File: config.mk
export PLATFORM = sky130hd
export DESIGN_NAME = timedelay
export DESIGN_NICKNAME = d
export VERILOG_FILES = /design/src/rtl/timedelay.sv
export SDC_FILE = /design/constraint.sdc
export NUM_CORES = 1
export LEC_CHECK = 0
export ABC_AREA = 1
export BUFFER_PORTS_ARGS = -buffer_cell sky130_fd_sc_hd__buf_2
export CAP_MARGIN = 25
export CELL_PAD_IN_SITES_DETAIL_PLACEMENT = 1
export CELL_PAD_IN_SITES_GLOBAL_PLACEMENT = 2
export CORE_ASPECT_RATIO = 0.9
export CORE_MARGIN = 1.5
export CORE_UTILIZATION = 28
export CTS_BUF_LIST = sky130_fd_sc_hd__clkbuf_16
export CTS_CLUSTER_SIZE = 30
export DETAILED_ROUTE_END_ITERATION = 12
export GPL_TIMING_DRIVEN = 0
export PLACE_DENSITY_LB_ADDON = 0.1
export SLEW_MARGIN = 20
export SYNTH_ARGS = -nofsm -noshare
export SYNTH_HDL_FRONTEND = slang
export SYNTH_SLANG_ARGS = --single-unit
File: constraint.sdc
create_clock -name clk -period 2.4 [get_ports clk]
set_clock_uncertainty 0.15 [all_clocks]
set_input_delay 0.12 -clock clk [delete_from_list [all_inputs] [get_ports clk]]
set_output_delay 0.12 -clock clk [all_outputs]
set_load 0.02 [all_outputs]
File: src/rtl/timedelay.sv
// Input-persistence delay detector: counts clock periods the level input has been
// continuously high and flags six staged thresholds combinationally.
module timedelay #(
  parameter int D5   = 1,
  parameter int D25  = 5,
  parameter int D50  = 10,
  parameter int D75  = 15,
  parameter int D100 = 20,
  parameter int D125 = 25,
  parameter int CW   = 5
) (
  input  logic clk,
  input  logic rst,
  input  logic in,
  output logic t5,
  output logic t25,
  output logic t50,
  output logic t75,
  output logic t100,
  output logic t125
);

  logic [CW-1:0] r_cnt;
  logic [CW:0]   w_cnt_p1;
  logic [5:0]    w_t;

  function automatic int f_thr(input int k);
    case (k)
      0:       f_thr = D5;
      1:       f_thr = D25;
      2:       f_thr = D50;
      3:       f_thr = D75;
      4:       f_thr = D100;
      default: f_thr = D125;
    endcase
  endfunction

  // Saturates at D125 so the top output stays high indefinitely.
  always_ff @(posedge clk) begin
    if (rst) begin
      r_cnt <= '0;
    end else if (!in) begin
      r_cnt <= '0;
    end else if (r_cnt < CW'(D125)) begin
      r_cnt <= r_cnt + 1'b1;
    end
  end

  // cnt >= D-1 rewritten as cnt+1 >= D on a widened bus so D=1 needs no special case.
  assign w_cnt_p1 = {1'b0, r_cnt} + {{CW{1'b0}}, 1'b1};

  generate
    for (genvar gi = 0; gi < 6; gi++) begin : g_thr
      localparam logic [CW:0] THR = (CW+1)'(f_thr(gi));
      assign w_t[gi] = in & ~rst & (w_cnt_p1 >= THR);
    end
  endgenerate

  assign t5   = w_t[0];
  assign t25  = w_t[1];
  assign t50  = w_t[2];
  assign t75  = w_t[3];
  assign t100 = w_t[4];
  assign t125 = w_t[5];

endmodule

==> metrics.md, run 1 <==
| Metric | Value |
|---|---|
| Final hold vios | `0` |
| Biggest register | `r_cnt` |
| Tcrit/Tclk final | `0.834` |
| Placer congestion estimate | `0.703` |
| Worst VDD drop | `0.450 mV` |
| Antenna diodes | `0` |
| Combinational Power Share | `0.048` |
| Number of setup buffers added after CTS | `0` |
| DP Area | `498 sq um` |
| Core region area | `1460 sq um` |
| Post-layout util | `0.394` |
| Initial antenna violation count | `0` |
| Min Tclk post-route | `2000 ps` |
| TritonRoute pass-1 iters | `4` |
| Max Buffers Root-to-Sink | `2` |
| Setup TNS | `0 ps` |
| Detail Route Antenna Nets | `0` |
| Netlist Area Pre-Place | `439 sq um` |
| Avg Inst Size Synth | `6.19 sq um` |
| Fmax | `0.500 GHz` |
| Setup CP Type | `register to output pin` |
| CTS tree | `built` |
| Die area | `1820 sq um` |
| RSZ-0062 raised after global routing | `no` |
| Nets | `91` |
| Setup crit start kind | `register` |
| CTS clk-pin slew, worst paths | `40 ps` |
| Seq/Total Area, Yosys | `0.228` |
| Post-synth top area share | `0.228` |
| Registers with the most flip-flops | `r_cnt x5` |
| Gate Count Post-Synth | `71` |
| Largest register FFs | `5` |
| Gates resized, CTS repair | `0` |
| Hold_ws | `82.5 ps` |
| EDFF count, synth | `0` |
| Gr ovfl total | `0` |
| WP data arrival | `1730 ps` |
| HPWL after detailed placement | `925 um` |
| Vert. Die Dim | `40.6 um` |
| Hold Path Cell Cnt | `4` |
| Hold_buf cts | `0` |
| R2R Path Start | `r_cnt[1]` |
| Via/cell ratio | `4.82` |
| Root buf cell | `clkbuf_16` |
| CP max FO | `8` |
| Net Sw Frac | `0.199` |
| Mux cell area share after synthesis | `0` |
| Simple-Gate Fraction of Synth Area | `0.373` |
| LEAKAGE | `0.287 nW` |
| Crit path launch | `r_cnt[1]` |
| Clock latency at the later pin of the worst-skew pair | `230 ps` |
| Setup slack after layout | `399 ps` |
| Cts bufs inserted | `3` |
| Psw | `0.0766 mW` |
| XOR/XNOR Fraction of Synth Area | `0` |
| Main combinational cell family by area after synthesis | `simple AND/OR/NAND/NOR gates` |
| Slew HR | `0.755` |
| Hold Path Class | `input pin to register` |
| Sink Count | `5` |
| Synth Area in Compound Gates | `0.140` |
| Ys async rst share | `0` |
| PwrDens | `667 nW/um^2` |
| Pint | `0.308 mW` |
| Share of post-route cells with drive strength above 1 | `0.229` |
| Syn nets | `78` |
| Pin count of the biggest net entering global routing | `9` |
| Vias post-DR | `472` |
| Synth-to-Final Area Change | `31.3%` |
| Clock power share | `0.721` |
| Total track usage | `0.162` |
| Flop pwr share | `0.231` |
| Setup violators final | `0` |
| Die Wd | `44.7 um` |
| Total wire length | `1210 um` |
| Initial DRC Count | `5` |
| Synth top area cells | `dfxtp_1 (23%), nand2_1 (12%), ha_1 (11%), inv_1 (10%), a21oi_1 (6.8%)` |
| Wire per inst | `12.4 um` |
| # H-tree levels | `1` |
| Boundary Pins | `9` |
| Critical path capture point type | `output pin` |
| FF+latch count, synth | `5` |
| Most common cell in the netlist | `nand2_1` |
| # rows | `13` |
| Reg2reg path depth | `6` |
| First-pass GRT wire length | `1930 um` |
| Worst EP required | `2130 ps` |
| Slew Viols, Final | `0` |
| Min-delay src | `rst` |
| Most used DFF post-synth | `dfxtp_1` |
| Hold path endpoint | `r_cnt[2]` |
| Initial Util | `0.300` |
| Biggest area consumer among synthesized cells | `dfxtp_1` |
| R2R Setup Slk | `940 ps` |
| Commonest cells post-synth | `nand2_1 (14), inv_1 (12), a21oi_1 (6), nand3_1 (6), nor2_1 (6)` |
| Cell variety after synth | `17` |
| Number of global-route vias before repair | `415` |
| DRC | `0` |
| Post-Place Worst Slack | `627 ps` |
| Max Cap Violations | `0` |
| Finished Cell Area | `577 sq um` |
| Worst R2R End | `r_cnt[4]` |
| Area share of fa/ha/maj cells after synthesis | `0.114` |
| Number of buffers added on ports | `8` |
| Synth warn | `0` |
| Run status | `finished, final reports clean` |
| Slew @ Worst Pin | `366 ps` |
## critical path, cell delays in order, from the launching register on
cell	delay, ps
dfxtp_1	490
ha_1	280
nand3_1	100
nand2_1	70
nand2_1	80
nor2_1	160
nand3_1	90
nand2_1	60
inv_1	30
buf_2	140
## metrics by stage
step	total power, mW	std cells
2_1_floorplan	0.102	71
3_3_place_gp	0.109	94
3_5_place_dp	0.109	94
4_1_cts	0.389	98
5_1_grt	0.396	98
6_report	0.385	98
## layer usage
layer	up-vias	global-route usage	share of wire
li1	252	-	-
met1	208	0.187	0.53
met2	6	0.246	0.42
met3	6	0.0495	0.018
met4	0	0.136	0.032
met5	-	0	0
## logic make-up (layout without fill, tap and decap cells)
group           after synthesis  after routing
fa+ha+maj                     4              4
buf+inv                      15             27
flops                         5              5
simple gates                 35             35
compound gates               12             12
## cell usage in the layout (no fill, tap or decap), drive strengths merged
| cell | synthesis | final |
|---|---|---|
| nand2 | 17 | 17 |
| inv | 14 | 15 |
| buf | 1 | 9 |
| nor2 | 7 | 7 |
| nand3 | 7 | 7 |
| a21oi | 6 | 6 |
| dfxtp | 5 | 5 |
| o21ai | 5 | 5 |
| ha | 4 | 4 |
| nand4 | 3 | 3 |
| clkbuf | 0 | 3 |
| nor3 | 1 | 1 |
| a31oi | 1 | 1 |
## worst max-delay path by stage
stage / slack, ps / to / cells past startpoint
finish: 400 / t25 / 9
global route: 240 / t25 / 9
CTS: 380 / t25 / 9
detailed placement: 630 / t25 / 9
global placement: 640 / t25 / 9
floorplan: 680 / t50 / 7
## power by group through the flow
stage	registers (mW)	clock network [mW]	logic, mW
after floorplan	0.0889	0	0.0133
after global placement	0.0900	0	0.0190
after detailed placement	0.0900	0	0.0188
after CTS	0.0888	0.281	0.0190
after global routing	0.0891	0.286	0.0216
final	0.0889	0.277	0.0186
## final cells by class
| cell class | instances | area (sq um) |
|---|---|---|
| inverter | 14 | 52.6 |
| fill | 193 | 887 |
| sequential | 5 | 100 |
| multi-input combinational | 51 | 275 |
| clock inverter | 1 | 3.75 |
| tap | 15 | 18.8 |
| buffer | 1 | 11.3 |
| clock buffer | 3 | 75.1 |
| timing repair buffer | 8 | 40.0 |
Power figures use the tool's default switching activity.
==> inputs of run 2 (changes only) <==
--- a/config.mk
+++ b/config.mk
@@ -12,7 +12,7 @@
 export CELL_PAD_IN_SITES_GLOBAL_PLACEMENT = 2
 export CORE_ASPECT_RATIO = 0.9
 export CORE_MARGIN = 1.5
-export CORE_UTILIZATION = 28
+export CORE_UTILIZATION = 23
 export CTS_BUF_LIST = sky130_fd_sc_hd__clkbuf_16
 export CTS_CLUSTER_SIZE = 30
 export DETAILED_ROUTE_END_ITERATION = 12
==> constraint.sdc (replaced) <==
create_clock -name clk -period 1.7 [get_ports clk]
set_clock_uncertainty 0.15 [all_clocks]
set_input_delay 0.085 -clock clk [delete_from_list [all_inputs] [get_ports clk]]
set_output_delay 0.085 -clock clk [all_outputs]
set_load 0.02 [all_outputs]
==> metrics.md, run 2 (synthesized netlist as in run 1, its figures left out) <==
| Metric | Value |
|---|---|
| Detail Route Antenna Nets | `0 (unchanged)` |
| Setup CP Type | `register to output pin (unchanged)` |
| WP data arrival | `1460 ps (was 1730 ps)` |
| Root buf cell | `clkbuf_16 (unchanged)` |
| Setup crit start kind | `register (unchanged)` |
| Slew @ Worst Pin | `406 ps (was 366 ps)` |
| DRC | `0 (unchanged)` |
| CTS clk-pin slew, worst paths | `30 ps (was 40 ps)` |
| CTS tree | `built (unchanged)` |
| Boundary Pins | `9 (unchanged)` |
| Core region area | `1730 sq um (was 1460 sq um)` |
| CP delay by family, top | `simple AND/OR/NAND/NOR gates (unchanged)` |
| Pin count of the biggest net entering global routing | `9 (unchanged)` |
| Number of buffers added on ports | `8 (unchanged)` |
| # H-tree levels | `1 (unchanged)` |
| Worst EP required | `1460 ps (was 2130 ps)` |
| Cell mode on critical path | `nand2_2 (was nand2_1)` |
| Slew HR | `0.729 (was 0.755)` |
| Placer congestion estimate | `0.717 (was 0.703)` |
| Setup violators final | `0 (unchanged)` |
| Fmax | `0.591 GHz` |
| Vias post-DR | `528 (was 472)` |
| Share of post-route cells with drive strength above 1 | `0.505 (was 0.229)` |
| Registers with the most flip-flops | `r_cnt x5 (unchanged)` |
| Sink Count | `5 (unchanged)` |
| Via/cell ratio | `4.59 (was 4.82)` |
| Tcrit/Tclk final | `0.996` |
| Cts bufs inserted | `3 (unchanged)` |
| TritonRoute pass-1 iters | `2 (was 4)` |
| HPWL after detailed placement | `946 um (was 925 um)` |
| First-pass GRT wire length | `2210 um (was 1930 um)` |
| Max Cap Violations | `0 (unchanged)` |
| Clock latency at the later pin of the worst-skew pair | `230 ps (about the same)` |
| CP max stage delay | `380 ps (was 490 ps)` |
| Buffers plus inverters on the worst setup path | `2 (unchanged)` |
| Max Buffers Root-to-Sink | `2 (unchanged)` |
| Largest register FFs | `5 (unchanged)` |
| Worst VDD drop | `0.585 mV (was 0.450 mV)` |
| LEAKAGE | `0.330 nW (was 0.287 nW)` |
| RSZ-0062 raised after global routing | `yes (was no)` |
| PwrDens | `735 nW/um^2 (was 667 nW/um^2)` |
| Finished Cell Area | `761 sq um (was 577 sq um)` |
| Initial antenna violation count | `0 (unchanged)` |
| Min Tclk post-route | `1690 ps` |
| DP Area | `509 sq um (was 498 sq um)` |
| Hold Path Class | `input pin to register (unchanged)` |
| Initial Util | `0.253 (was 0.300)` |
| Hold_buf cts | `0 (unchanged)` |
| Synth-to-Final Area Change | `73.2% (was 31.3%)` |
| Wire per inst | `11.8 um (was 12.4 um)` |
| Final hold vios | `0 (unchanged)` |
| Antenna diodes | `0 (unchanged)` |
| Commonest non-fill, non-tap cell in the layout | `buf_4 (was nand2_1)` |
| Critical path capture point type | `output pin (unchanged)` |
| Slowest cell on the critical path | `dfxtp_4 (was dfxtp_1)` |
| CP max FO | `4 (was 8)` |
| Die area | `2180 sq um (was 1820 sq um)` |
| Number of global-route vias before repair | `495 (was 415)` |
| Nets | `99 (was 91)` |
| Run status | `finished, final reports clean (unchanged)` |
| Hold_ws | `58.8 ps (was 82.5 ps)` |
| Die Wd | `49.1 um (was 44.7 um)` |
| Biggest register | `r_cnt (unchanged)` |
| Area occupied by multi-input gates | `352 sq um (was 275 sq um)` |
| Total wire length | `1360 um (was 1210 um)` |
| Gr ovfl total | `0 (unchanged)` |
| Most frequent cells in the layout | `buf_4 (12), inv_1 (8), nand2_2 (8), nand2_1 (8), a21oi_1 (6) (was nand2_1 (14), inv_1 (13), buf_2 (8))` |
| Total track usage | `0.136 (was 0.162)` |
| Initial DRC Count | `5 (unchanged)` |
| Fill cell total of the finished layout | `216 (was 193)` |
| Vert. Die Dim | `44.5 um (was 40.6 um)` |
| # rows | `14 (was 13)` |
| CP Cell Sequence | `ha_4 > nand4_1 > nand2_2 > inv_2 > nand2_2 > nand2_2 > nor2_1 > buf_4 (was ha_1 > nand3_1 > nand2_1 > nand2_1 > nor2_1 > nand3_1 > nand2_1 > inv_1 > buf_2)` |
| Sequential Area | `108 sq um (was 100 sq um)` |
| Slew Viols, Final | `0 (unchanged)` |
run 2: cell count changes in the layout (fill, tap and decap cells not counted), moves of 3 or more:
cell     delta
nand2_1     -6
inv_1       -5
inv_2       +3
nand2_2     +5
buf_4      +12
buf_2       -6
run 2: metrics by stage:
step / util / instances / setup slack (ps) / power [mW] / setup TNS (ps)
global route: 0.439 / 115 / -71.7 / 0.589 / -267
finish: 0.439 / 115 / 6.75 / 0.559 / 0
detailed placement: 0.294 / 103 / -32.3 / 0.154 / -62.0
floorplan: - / 71 / 13.8 / 0.144 / 0
CTS: 0.367 / 110 / -5.45 / 0.556 / -5.45
global placement: 0.294 / 103 / -25.0 / 0.153 / -25.0
run 2: final timing paths:
check	from	endpoint	slack (ps)	depth (start not counted)
setup reg to reg	r_cnt[0]	r_cnt[2]	360	6
hold reg to reg	r_cnt[1]	r_cnt[1]	370	2
setup / recovery	r_cnt[0]	t100	7	8
hold / removal	rst	r_cnt[2]	60	4
run 2: timing repair:
item | in CTS | in global routing
endpoints found under the setup margin | 6 | 6
setup buffers | 3 | 5
resized for setup | 9 | 29
pin swaps | 0 | 7
run 2: final cells by class:
class,count,share of cell area
Timing Repair Buffer,16,0.161
Inverter,14,0.0773
Tap cell,24,0.0395
Clock buffer,3,0.0987
Buffer,1,0.0148
Multi-Input combinational cell,51,0.462
Clock inverter,1,0.00493
Sequential cell,5,0.141
run 2: routing by layer:
| metal | global-route usage | part of all wire | vias to the layer above |
|---|---|---|---|
| li1 | - | - | 272 |
| met1 | 0.175 | 0.48 | 246 |
| met2 | 0.208 | 0.48 | 7 |
| met3 | 0.0405 | 0.021 | 3 |
| met4 | 0.0686 | 0.017 | 0 |
| met5 | 0 | 0 | - |
run 2: worst register-to-register path, delay by kind of cell (launching register included):
family | cells | cell delay (ps)
simple gates | 2 | 210
compound gates | 2 | 180
buf+inv | 2 | 310
flops | 1 | 380
run 2: power breakdown:
group          internal [mW]  switching [mW]  leakage, nW  total, mW
Sequential             0.119         0.00491       0.0420      0.124
Combinational         0.0222          0.0247        0.245     0.0469
Clock                  0.305          0.0830       0.0423      0.388
